**config.mk**
```make
export PLATFORM = sky130hd
export DESIGN_NAME = alu_cmd_sequencer
export DESIGN_NICKNAME = d
export VERILOG_FILES = /design/src/rtl/alu_pkg.sv /design/src/rtl/alu_cmd_sequencer.sv
export SDC_FILE = /design/constraint.sdc
export NUM_CORES = 1
export LEC_CHECK = 0
export ABC_AREA = 1
export CAP_MARGIN = 20
export CORE_ASPECT_RATIO = 1.25
export CORE_UTILIZATION = 37
export CTS_CLUSTER_DIAMETER = 40
export DETAILED_ROUTE_END_ITERATION = 12
export PLACE_DENSITY = 0.74
export REMOVE_ABC_BUFFERS = 1
export SLEW_MARGIN = 20
export SYNTH_ARGS = -nofsm -noshare
export SYNTH_HDL_FRONTEND = slang
export SYNTH_SLANG_ARGS = --single-unit
```
**constraint.sdc**
```tcl
create_clock -name clk -period 1.15 [get_ports clk]
set_clock_uncertainty 0.15 [all_clocks]
set_input_delay 0.2875 -clock clk [delete_from_list [all_inputs] [get_ports clk]]
set_output_delay 0.2875 -clock clk [all_outputs]
set_load 0.02 [all_outputs]
```
**src/rtl/alu_pkg.sv**
```systemverilog
// Shared ALU definitions: opcode encodings, flag bit positions and the
// command sequencer state encoding.
package alu_pkg;

   localparam logic [5:0] OP_ADD = 6'd0;
   localparam logic [5:0] OP_SUB = 6'd1;
   localparam logic [5:0] OP_AND = 6'd2;
   localparam logic [5:0] OP_OR  = 6'd3;
   localparam logic [5:0] OP_XOR = 6'd4;
   localparam logic [5:0] OP_NOT = 6'd5;
   localparam logic [5:0] OP_SHL = 6'd7;
   localparam logic [5:0] OP_SHR = 6'd8;
   localparam logic [5:0] OP_SAR = 6'd9;
   localparam logic [5:0] OP_ROL = 6'd10;
   localparam logic [5:0] OP_ROR = 6'd11;
   localparam logic [5:0] OP_INC = 6'd12;
   localparam logic [5:0] OP_DEC = 6'd13;
   localparam logic [5:0] OP_NEG = 6'd14;
   localparam logic [5:0] OP_CMP = 6'd15;
   localparam logic [5:0] OP_TST = 6'd16;
   localparam logic [5:0] OP_MUL = 6'd17;
   localparam logic [5:0] OP_MOV = 6'd18;
   localparam logic [5:0] OP_CLR = 6'd19;
   localparam logic [5:0] OP_SET = 6'd20;

   // rsp_flags layout is {OF,CF,SF,ZF}
   localparam int FLAG_ZF = 0;
   localparam int FLAG_SF = 1;
   localparam int FLAG_CF = 2;
   localparam int FLAG_OF = 3;

   typedef enum logic [1:0] {
      ST_IDLE = 2'd0,
      ST_EXEC = 2'd1,
      ST_HOLD = 2'd2
   } seq_state_t;

   // Encoding 6 is a hole in the opcode map; everything above SET is unused.
   function automatic logic op_is_valid(input logic [5:0] op);
      return (op <= OP_SET) && (op != 6'd6);
   endfunction

endpackage

```
**src/rtl/alu_cmd_sequencer.sv**
```systemverilog
// Sequences commands into an external combinational ALU: register operands,
// capture the ALU output one cycle later, and hold it until the consumer takes it.
module alu_cmd_sequencer
   import alu_pkg::*;
#(
   parameter int SEQ_W = 8
) (
   input  logic             clk,
   input  logic             rst,
   input  logic             cmd_valid,
   output logic             cmd_ready,
   input  logic [5:0]       cmd_opcode,
   input  logic [31:0]      cmd_a,
   input  logic [31:0]      cmd_b,
   input  logic             cmd_carry_in,
   input  logic             cmd_chain,
   input  logic             cmd_use_cf,
   output logic [31:0]      alu_a,
   output logic [31:0]      alu_b,
   output logic [5:0]       alu_opcode,
   output logic             alu_carry_in,
   input  logic [31:0]      alu_result,
   input  logic             alu_zf,
   input  logic             alu_sf,
   input  logic             alu_cf,
   input  logic             alu_of,
   output logic             rsp_valid,
   input  logic             rsp_ready,
   output logic [31:0]      rsp_result,
   output logic [3:0]       rsp_flags,
   output logic             rsp_err,
   output logic [SEQ_W-1:0] rsp_seq
);

   seq_state_t       state, state_nxt;
   logic [SEQ_W-1:0] seq_cnt;
   logic [31:0]      last_res;
   logic             last_cf;
   logic             have_res;
   logic [3:0]       alu_flags;
   logic             accept;

   always_comb begin
      alu_flags          = '0;
      alu_flags[FLAG_ZF] = alu_zf;
      alu_flags[FLAG_SF] = alu_sf;
      alu_flags[FLAG_CF] = alu_cf;
      alu_flags[FLAG_OF] = alu_of;
   end

   always_comb begin
      state_nxt = state;
      cmd_ready = 1'b0;
      rsp_valid = 1'b0;
      accept    = 1'b0;
      case (state)
         ST_IDLE: begin
            cmd_ready = 1'b1;
            accept    = cmd_valid;
            if (cmd_valid) state_nxt = ST_EXEC;
         end
         ST_EXEC: state_nxt = ST_HOLD;
         ST_HOLD: begin
            rsp_valid = 1'b1;
            if (rsp_ready) state_nxt = ST_IDLE;
         end
         default: state_nxt = ST_IDLE;
      endcase
   end

   always_ff @(posedge clk) begin
      if (rst) begin
         state        <= ST_IDLE;
         seq_cnt      <= '0;
         alu_a        <= '0;
         alu_b        <= '0;
         alu_opcode   <= '0;
         alu_carry_in <= 1'b0;
         rsp_result   <= '0;
         rsp_flags    <= '0;
         rsp_err      <= 1'b0;
         rsp_seq      <= '0;
         last_res     <= '0;
         last_cf      <= 1'b0;
         have_res     <= 1'b0;
      end else begin
         state <= state_nxt;
         // err and seq are known at acceptance and cannot change before HOLD
         if (accept) begin
            alu_a        <= cmd_chain ? (have_res ? last_res : 32'd0) : cmd_a;
            alu_b        <= cmd_b;
            alu_opcode   <= cmd_opcode;
            alu_carry_in <= cmd_use_cf ? (have_res & last_cf) : cmd_carry_in;
            rsp_err      <= ~op_is_valid(cmd_opcode);
            rsp_seq      <= seq_cnt;
            seq_cnt      <= seq_cnt + 1'b1;
         end
         if (state == ST_EXEC) begin
            rsp_result <= alu_result;
            rsp_flags  <= alu_flags;
            last_res   <= alu_result;
            last_cf    <= alu_cf;
            have_res   <= 1'b1;
         end
      end
   end

endmodule

```
==> impl_metrics.env, run 1 <==
export IMPL_grt_max_degree=44
export IMPL_yosys_warnings=0
export IMPL_holdWs_ps=289
export IMPL_syn_inst=648
export IMPL_htree_levels=4
export IMPL_overflow=0
export IMPL_ctsHoldBuffers=0
export IMPL_drive_above_1_share_pct=51.0
export IMPL_routedWlPerCell_um=17.0
export IMPL_final_cells=1141
export IMPL_pre_cts_ws_ps=-593
export IMPL_fillers=781
export IMPL_cts_root_buf="clkbuf_16"
export IMPL_clk_pin_slew_ps=60
export IMPL_numCtsBuffers=17
export IMPL_final_cell_mix="buf_6 (129), nor2_1 (128), dfxtp_2 (116), clkdlybuf4s50_1 (110), inv_1 (71)"
export IMPL_drv_cap=0
export IMPL_synth_area_um2=4920
export IMPL_diodes=0
export IMPL_failed_checks="negative setup slack"
export IMPL_rrSetupSlack_ps=-370
export IMPL_power_density_nw_per_um2=1450
export IMPL_start_util_pct=38.3
export IMPL_p_leak_nw=4.37
export IMPL_final_util_pct=79.2
export IMPL_vias=5602
export IMPL_row_count=46
export IMPL_dp_hpwl_um=10200
export IMPL_die_area_um2=13800
export IMPL_worst_slack_ps=-372
export IMPL_clockBufferDepth=2
export IMPL_hold_viol_final=0
export IMPL_fmax_ghz=0.657
export IMPL_required_ps=1330
export IMPL_cp_endpoint="alu_a[22]"
export IMPL_reg2reg_from="state[0]"
export IMPL_fin_nets=1074
export IMPL_yosysSeqAreaShare_pct=51.7
export IMPL_port_buffers=230
export IMPL_ys_types=25
export IMPL_min_period_over_period_pct=132
export IMPL_postSynthAreaPerCell_um2=7.59
export IMPL_cp_max_fo=8
export IMPL_coreArea_um2=12800
export IMPL_power_total_w=0.0147
export IMPL_final_common_cell="buf_6"
export IMPL_track_usage_pct=26.3
export IMPL_status="finished, violations left"
export IMPL_ir_drop_v=0.000834
export IMPL_slew_violations=0
export IMPL_hold_path_class="in2reg"
export IMPL_gp_congestion=0.787
export IMPL_rsz0062_at_grt="true"
export IMPL_ff2ff_path_depth=8
export IMPL_die_h_um=131
export IMPL_worstMarginPinSlew_ps=419
export IMPL_worstPathArrival_ps=1710
export IMPL_clock_sinks=127
export IMPL_drt_iter0_drc=197
export IMPL_critPathLaunchType="flop"
export IMPL_endpoint_kind="flop"
export IMPL_setup_violations_final=245
export IMPL_path_class="reg2reg"
export IMPL_cts_tree="built"
export IMPL_placed_cells_incl_taps=1048
export IMPL_first_pass_iters=5
export IMPL_postRouteAntennaNets=0
export IMPL_grt_pass1_wl_um=27500
export IMPL_min_period_ps=1520
export IMPL_routed_wirelength_um=19300
export IMPL_grt_pass1_vias=5260
export IMPL_ys_seq_elements=127
export IMPL_via_per_inst=4.91
export IMPL_area_growth_pct=107
export IMPL_crit_path_start="state[0]"
export IMPL_antenna_found_initial=0
export IMPL_max_slew_margin_pct=72.0
export IMPL_rr_endpoint="alu_a[22]"
export IMPL_die_w_um=105
export IMPL_drc=0
export IMPL_clk_latency_ps=400
export IMPL_ios=231
synth_stat cells:
cell        n  area [µm²]
buf_2      27         135
inv_2       1        3.75
a21oi_1    39         195
o22ai_1    27         169
o21ai_0   122         611
buf_4       6        45.0
dfxtp_1   127        2540
or2_1       1        6.26
buf_6       4        45.0
o211a_1     1        10.0
nand2_2     1        6.26
nand2_1    15        56.3
clkinv_1    1        3.75
inv_4       1        6.26
nand2_4     1        11.3
a211oi_1    1        7.51
a21oi_2     1        8.76
nor3_1      1        5.00
ha_1        1        12.5
o211ai_1    1        7.51
nand3_1    12        60.1
clkbuf_1    9        33.8
inv_1      72         270
nor2_1    175         657
nor2_4      1        11.3
power by group:
| part | switching (W) | total (W) | internal (W) |
|---|---|---|---|
| combinational | 0.00176 | 0.00376 | 0.00200 |
| sequential | 0.000276 | 0.00511 | 0.00483 |
| clock | 0.00195 | 0.00584 | 0.00389 |
cell type report:
cell class / count / area [µm²] / area share [%]
inverters: 75 / 302 / 2.97
clock buffers: 21 / 450 / 4.43
flip-flops and latches: 127 / 2700 / 26.5
repair inverters: 1 / 8.76 / 0.0861
clock inverters: 11 / 188 / 1.85
repair buffers: 337 / 3850 / 37.8
multi-input cells: 401 / 2470 / 24.3
well taps: 168 / 210 / 2.07
critical path: stages, from the launching register on:
cell and delay (ps):
dfxtp_4 360, nor2_4 130, buf_6 130, nand2_8 120, inv_12 140, buf_12 140
buf_16 120, o21ai_1 60, nor2_1 100
per-stage QoR:
| step | setup TNS [ps] | instance area, µm² |
|---|---|---|
| 4_1_cts | -52740 | 9640 |
| 2_1_floorplan | -84090 | 4660 |
| 3_3_place_gp | -81150 | 7680 |
| 5_1_grt | -62400 | 10200 |
| 3_5_place_dp | -84570 | 7680 |
| 6_report | -51020 | 10200 |
repair_timing:
item,4_1_cts,5_1_grt
gates resized for setup,996,120
cloned,18,5
setup endpoints to repair,245,245
setup buffers,16,31
hold endpoints to repair,0,0
pin swaps,55,58
per-layer routing:
layer	global-route usage, %	vias up	part of all wire [%]
met4	10.7	0	2.7
met2	49.1	223	53
met5	0	-	0
met3	7.29	34	6.4
li1	-	2727	-
met1	28.1	2618	38
cell families after synthesis:
| kind of cell | count (synthesis) | synth area share [%] |
|---|---|---|
| buf+inv | 121 | 11.0 |
| flops | 127 | 51.7 |
| simple gates | 207 | 16.5 |
| compound gates | 192 | 20.5 |
| fa+ha+maj | 1 | 0.254 |
how the worst min path moves through the flow:
stage                     cells past startpoint             to          start
final                                         3  alu_opcode[4]  cmd_opcode[4]
after global routing                          3  alu_opcode[4]  cmd_opcode[4]
after CTS                                     3  alu_opcode[4]  cmd_opcode[4]
after detailed placement                      2     rsp_seq[4]     rsp_seq[4]
after global placement                        2     rsp_seq[4]     rsp_seq[4]
after floorplan                               1     seq_cnt[0]            rst
sequential cells by signal, indices dropped and copies added, names as in the netlist, 2 cells and up:
name	cells
alu_a	32
alu_b	32
last_res	32
rsp_seq	8
seq_cnt	8
alu_opcode	6
rsp_flags	4
state	2
No activity file was read; power rests on OpenSTA's default activity.
==> run 2: changes to the inputs <==
--- a/config.mk
+++ b/config.mk
@@ -9,7 +9,7 @@
 export CAP_MARGIN = 20
 export CORE_ASPECT_RATIO = 1.25
 export CORE_UTILIZATION = 37
-export CTS_CLUSTER_DIAMETER = 40
+export CTS_CLUSTER_DIAMETER = 100
 export DETAILED_ROUTE_END_ITERATION = 12
 export PLACE_DENSITY = 0.74
 export REMOVE_ABC_BUFFERS = 1
==> results of run 2 <==
Same layout as run 1: the final DEF is identical, and so are final timing and power.
==> run 3: changes to the inputs <==
--- a/config.mk
+++ b/config.mk
@@ -11,7 +11,7 @@
 export CORE_UTILIZATION = 37
 export CTS_CLUSTER_DIAMETER = 100
 export DETAILED_ROUTE_END_ITERATION = 12
-export PLACE_DENSITY = 0.74
+export PLACE_DENSITY = 0.76
 export REMOVE_ABC_BUFFERS = 1
 export SLEW_MARGIN = 20
 export SYNTH_ARGS = -nofsm -noshare
==> run 3 against run 2 <==
  * The run still ends with negative setup slack left
  * Clock power is 8.0% lower
  * Sequential cell count stayed put
  * Count of clock-buffer cells in the layout stayed put
  * Critical path depth stayed put
==> impl_metrics.env, run 3 (synthesized netlist as in run 1, its figures left out) <==
export IMPL_gp_congestion=0.759
export IMPL_max_slew_margin_pct=76.4
export IMPL_p_int_w=0.0102
export IMPL_reg_top3="alu_a: 32 flops, alu_b: 32 flops, last_res: 32 flops"
export IMPL_required_ps=1320
export IMPL_p_comb_share_pct=25.8
export IMPL_path_class="reg2reg"
export IMPL_die_w_um=105
export IMPL_ctsHoldBuffers=0
export IMPL_failed_checks="negative setup slack"
export IMPL_ios=231
export IMPL_min_period_over_period_pct=131
export IMPL_routedWlPerCell_um=17.7
export IMPL_ir_drop_v=0.000955
export IMPL_htree_levels=4
export IMPL_fillers=844
export IMPL_tns_ps=-47810
export IMPL_power_density_nw_per_um2=1440
export IMPL_die_area_um2=13800
export IMPL_cp_max_fo=6
export IMPL_drc=0
export IMPL_drt_iter0_drc=257
export IMPL_worstPathArrival_ps=1680
export IMPL_clock_sinks=127
export IMPL_pwr_share_clk_pct=38.0
export IMPL_die_h_um=131
export IMPL_status="finished, violations left"
export IMPL_cts_tree="built"
export IMPL_setup_violations_final=245
export IMPL_clockBufferDepth=2
export IMPL_clk_pin_slew_ps=60
export IMPL_antenna_found_initial=0
export IMPL_worstMarginPinSlew_ps=355
export IMPL_power_frac_seq_pct=36.2
export IMPL_worst_slack_ps=-357
export IMPL_fin_nets=1059
export IMPL_grt_pass1_wl_um=25500
export IMPL_switching_power_w=0.00391
export IMPL_row_count=46
export IMPL_overflow=0
export IMPL_netSwitchingFraction_pct=27.6
export IMPL_grt_pass1_vias=5042
export IMPL_dp_hpwl_um=10100
export IMPL_drv_cap=0
export IMPL_drive_above_1_share_pct=47.9
export IMPL_pre_cts_ws_ps=-590
export IMPL_clk_latency_ps=410
export IMPL_area_growth_pct=100
export IMPL_critPathLaunchType="flop"
export IMPL_cts_root_buf="clkbuf_16"
export IMPL_coreArea_um2=12800
export IMPL_fmax_ghz=0.663
export IMPL_vias=5606
export IMPL_first_pass_iters=4
export IMPL_min_period_ps=1510
export IMPL_diodes=0
export IMPL_postRouteAntennaNets=0
export IMPL_grt_max_degree=53
export IMPL_hold_path_class="reg2reg"
export IMPL_port_buffers=230
export IMPL_endpoint_kind="flop"
export IMPL_track_usage_pct=24.0
export IMPL_via_per_inst=4.99
export IMPL_rsz0062_at_grt="true"
export IMPL_numCtsBuffers=17
export IMPL_routed_wirelength_um=19900
export IMPL_final_cell_mix="nor2_1 (127), buf_6 (127), dfxtp_2 (114), clkdlybuf4s50_1 (112), inv_1 (71)"
export IMPL_start_util_pct=38.3
export IMPL_hold_viol_final=0
export IMPL_p_leak_nw=4.24
export IMPL_slew_violations=0
[run 3: cell types whose count changed in the layout (fill, tap and decap cells not counted), moves of 5 or more]
cell / previous run / this run
o21ai_4: 1 / 6
a21oi_1: 20 / 25
a21oi_2: 18 / 13
o21ai_1: 43 / 65
nor2_2: 8 / 22
buf_12: 20 / 11
o21ai_0: 40 / 31
o21ai_2: 38 / 20
buf_4: 57 / 50
nor2_4: 40 / 27
[run 3: final cells by class]
| type | instances | area (µm²) | share of cell area, % |
|---|---|---|---|
| clock buffers | 21 | 460 | 4.68 |
| inverters | 75 | 302 | 3.06 |
| repair buffers | 323 | 3700 | 37.6 |
| well taps | 168 | 210 | 2.14 |
| multi-input cells | 401 | 2350 | 23.9 |
| flip-flops and latches | 127 | 2700 | 27.4 |
| clock inverters | 8 | 115 | 1.17 |
[run 3: power groups by stage]
stage,clock network (W),logic [W],registers (W)
after global placement,0,0.00257,0.00502
after CTS,0.00541,0.00307,0.00509
final,0.00537,0.00365,0.00513
after detailed placement,0,0.00258,0.00503
after global routing,0.00569,0.00385,0.00517
after floorplan,0,0.000683,0.00544
[run 3: worst paths after layout]
kind / slack, ps / depth (start not counted) / to / start
hold reg to reg: 320 / 2 / rsp_seq[7] / rsp_seq[7]
setup reg to reg: -360 / 8 / alu_b[8] / state[0]
setup / recovery: -360 / 8 / alu_b[8] / state[0]
hold / removal: 320 / 2 / rsp_seq[7] / rsp_seq[7]
[run 3: metal layers]
| metal | routed length (µm) | vias up | part of all wire, % | track usage, % |
|---|---|---|---|---|
| met5 | 0 | - | 0 | 0 |
| met3 | 1350 | 48 | 6.8 | 8.28 |
| li1 | - | 2686 | - | - |
| met4 | 765 | 0 | 3.8 | 11.8 |
| met2 | 10400 | 236 | 52 | 42.9 |
| met1 | 7380 | 2636 | 37 | 25.5 |
[run 3: what timing repair did]
action                                  CTS  global route
endpoints found under the setup margin  245           245
resized for setup                       943           146
cloned                                    9            13
buffers inserted                          9            26
pin swaps                                29            43
[run 3: through the flow]
step | total power [W] | hold slack, ps | util [%] | instance area [µm²] | instances
after floorplan | 0.00612 | 200 | - | 4660 | 602
after global placement | 0.00758 | 305 | 59.0 | 7580 | 1040
after global routing | 0.0147 | 325 | 76.7 | 9840 | 1123
final | 0.0142 | 320 | 76.7 | 9840 | 1123
after CTS | 0.0136 | 271 | 69.8 | 8950 | 1087
after detailed placement | 0.00761 | 304 | 59.0 | 7580 | 1040
[run 3: critical path: stages, from the launching register on]
cell and delay [ps]:
dfxtp_4 360, nor2_4 120, buf_6 140, nand2_8 80, inv_12 100, buf_12 140
clkbuf_16 170, nor2_2 40, nor2_1 110
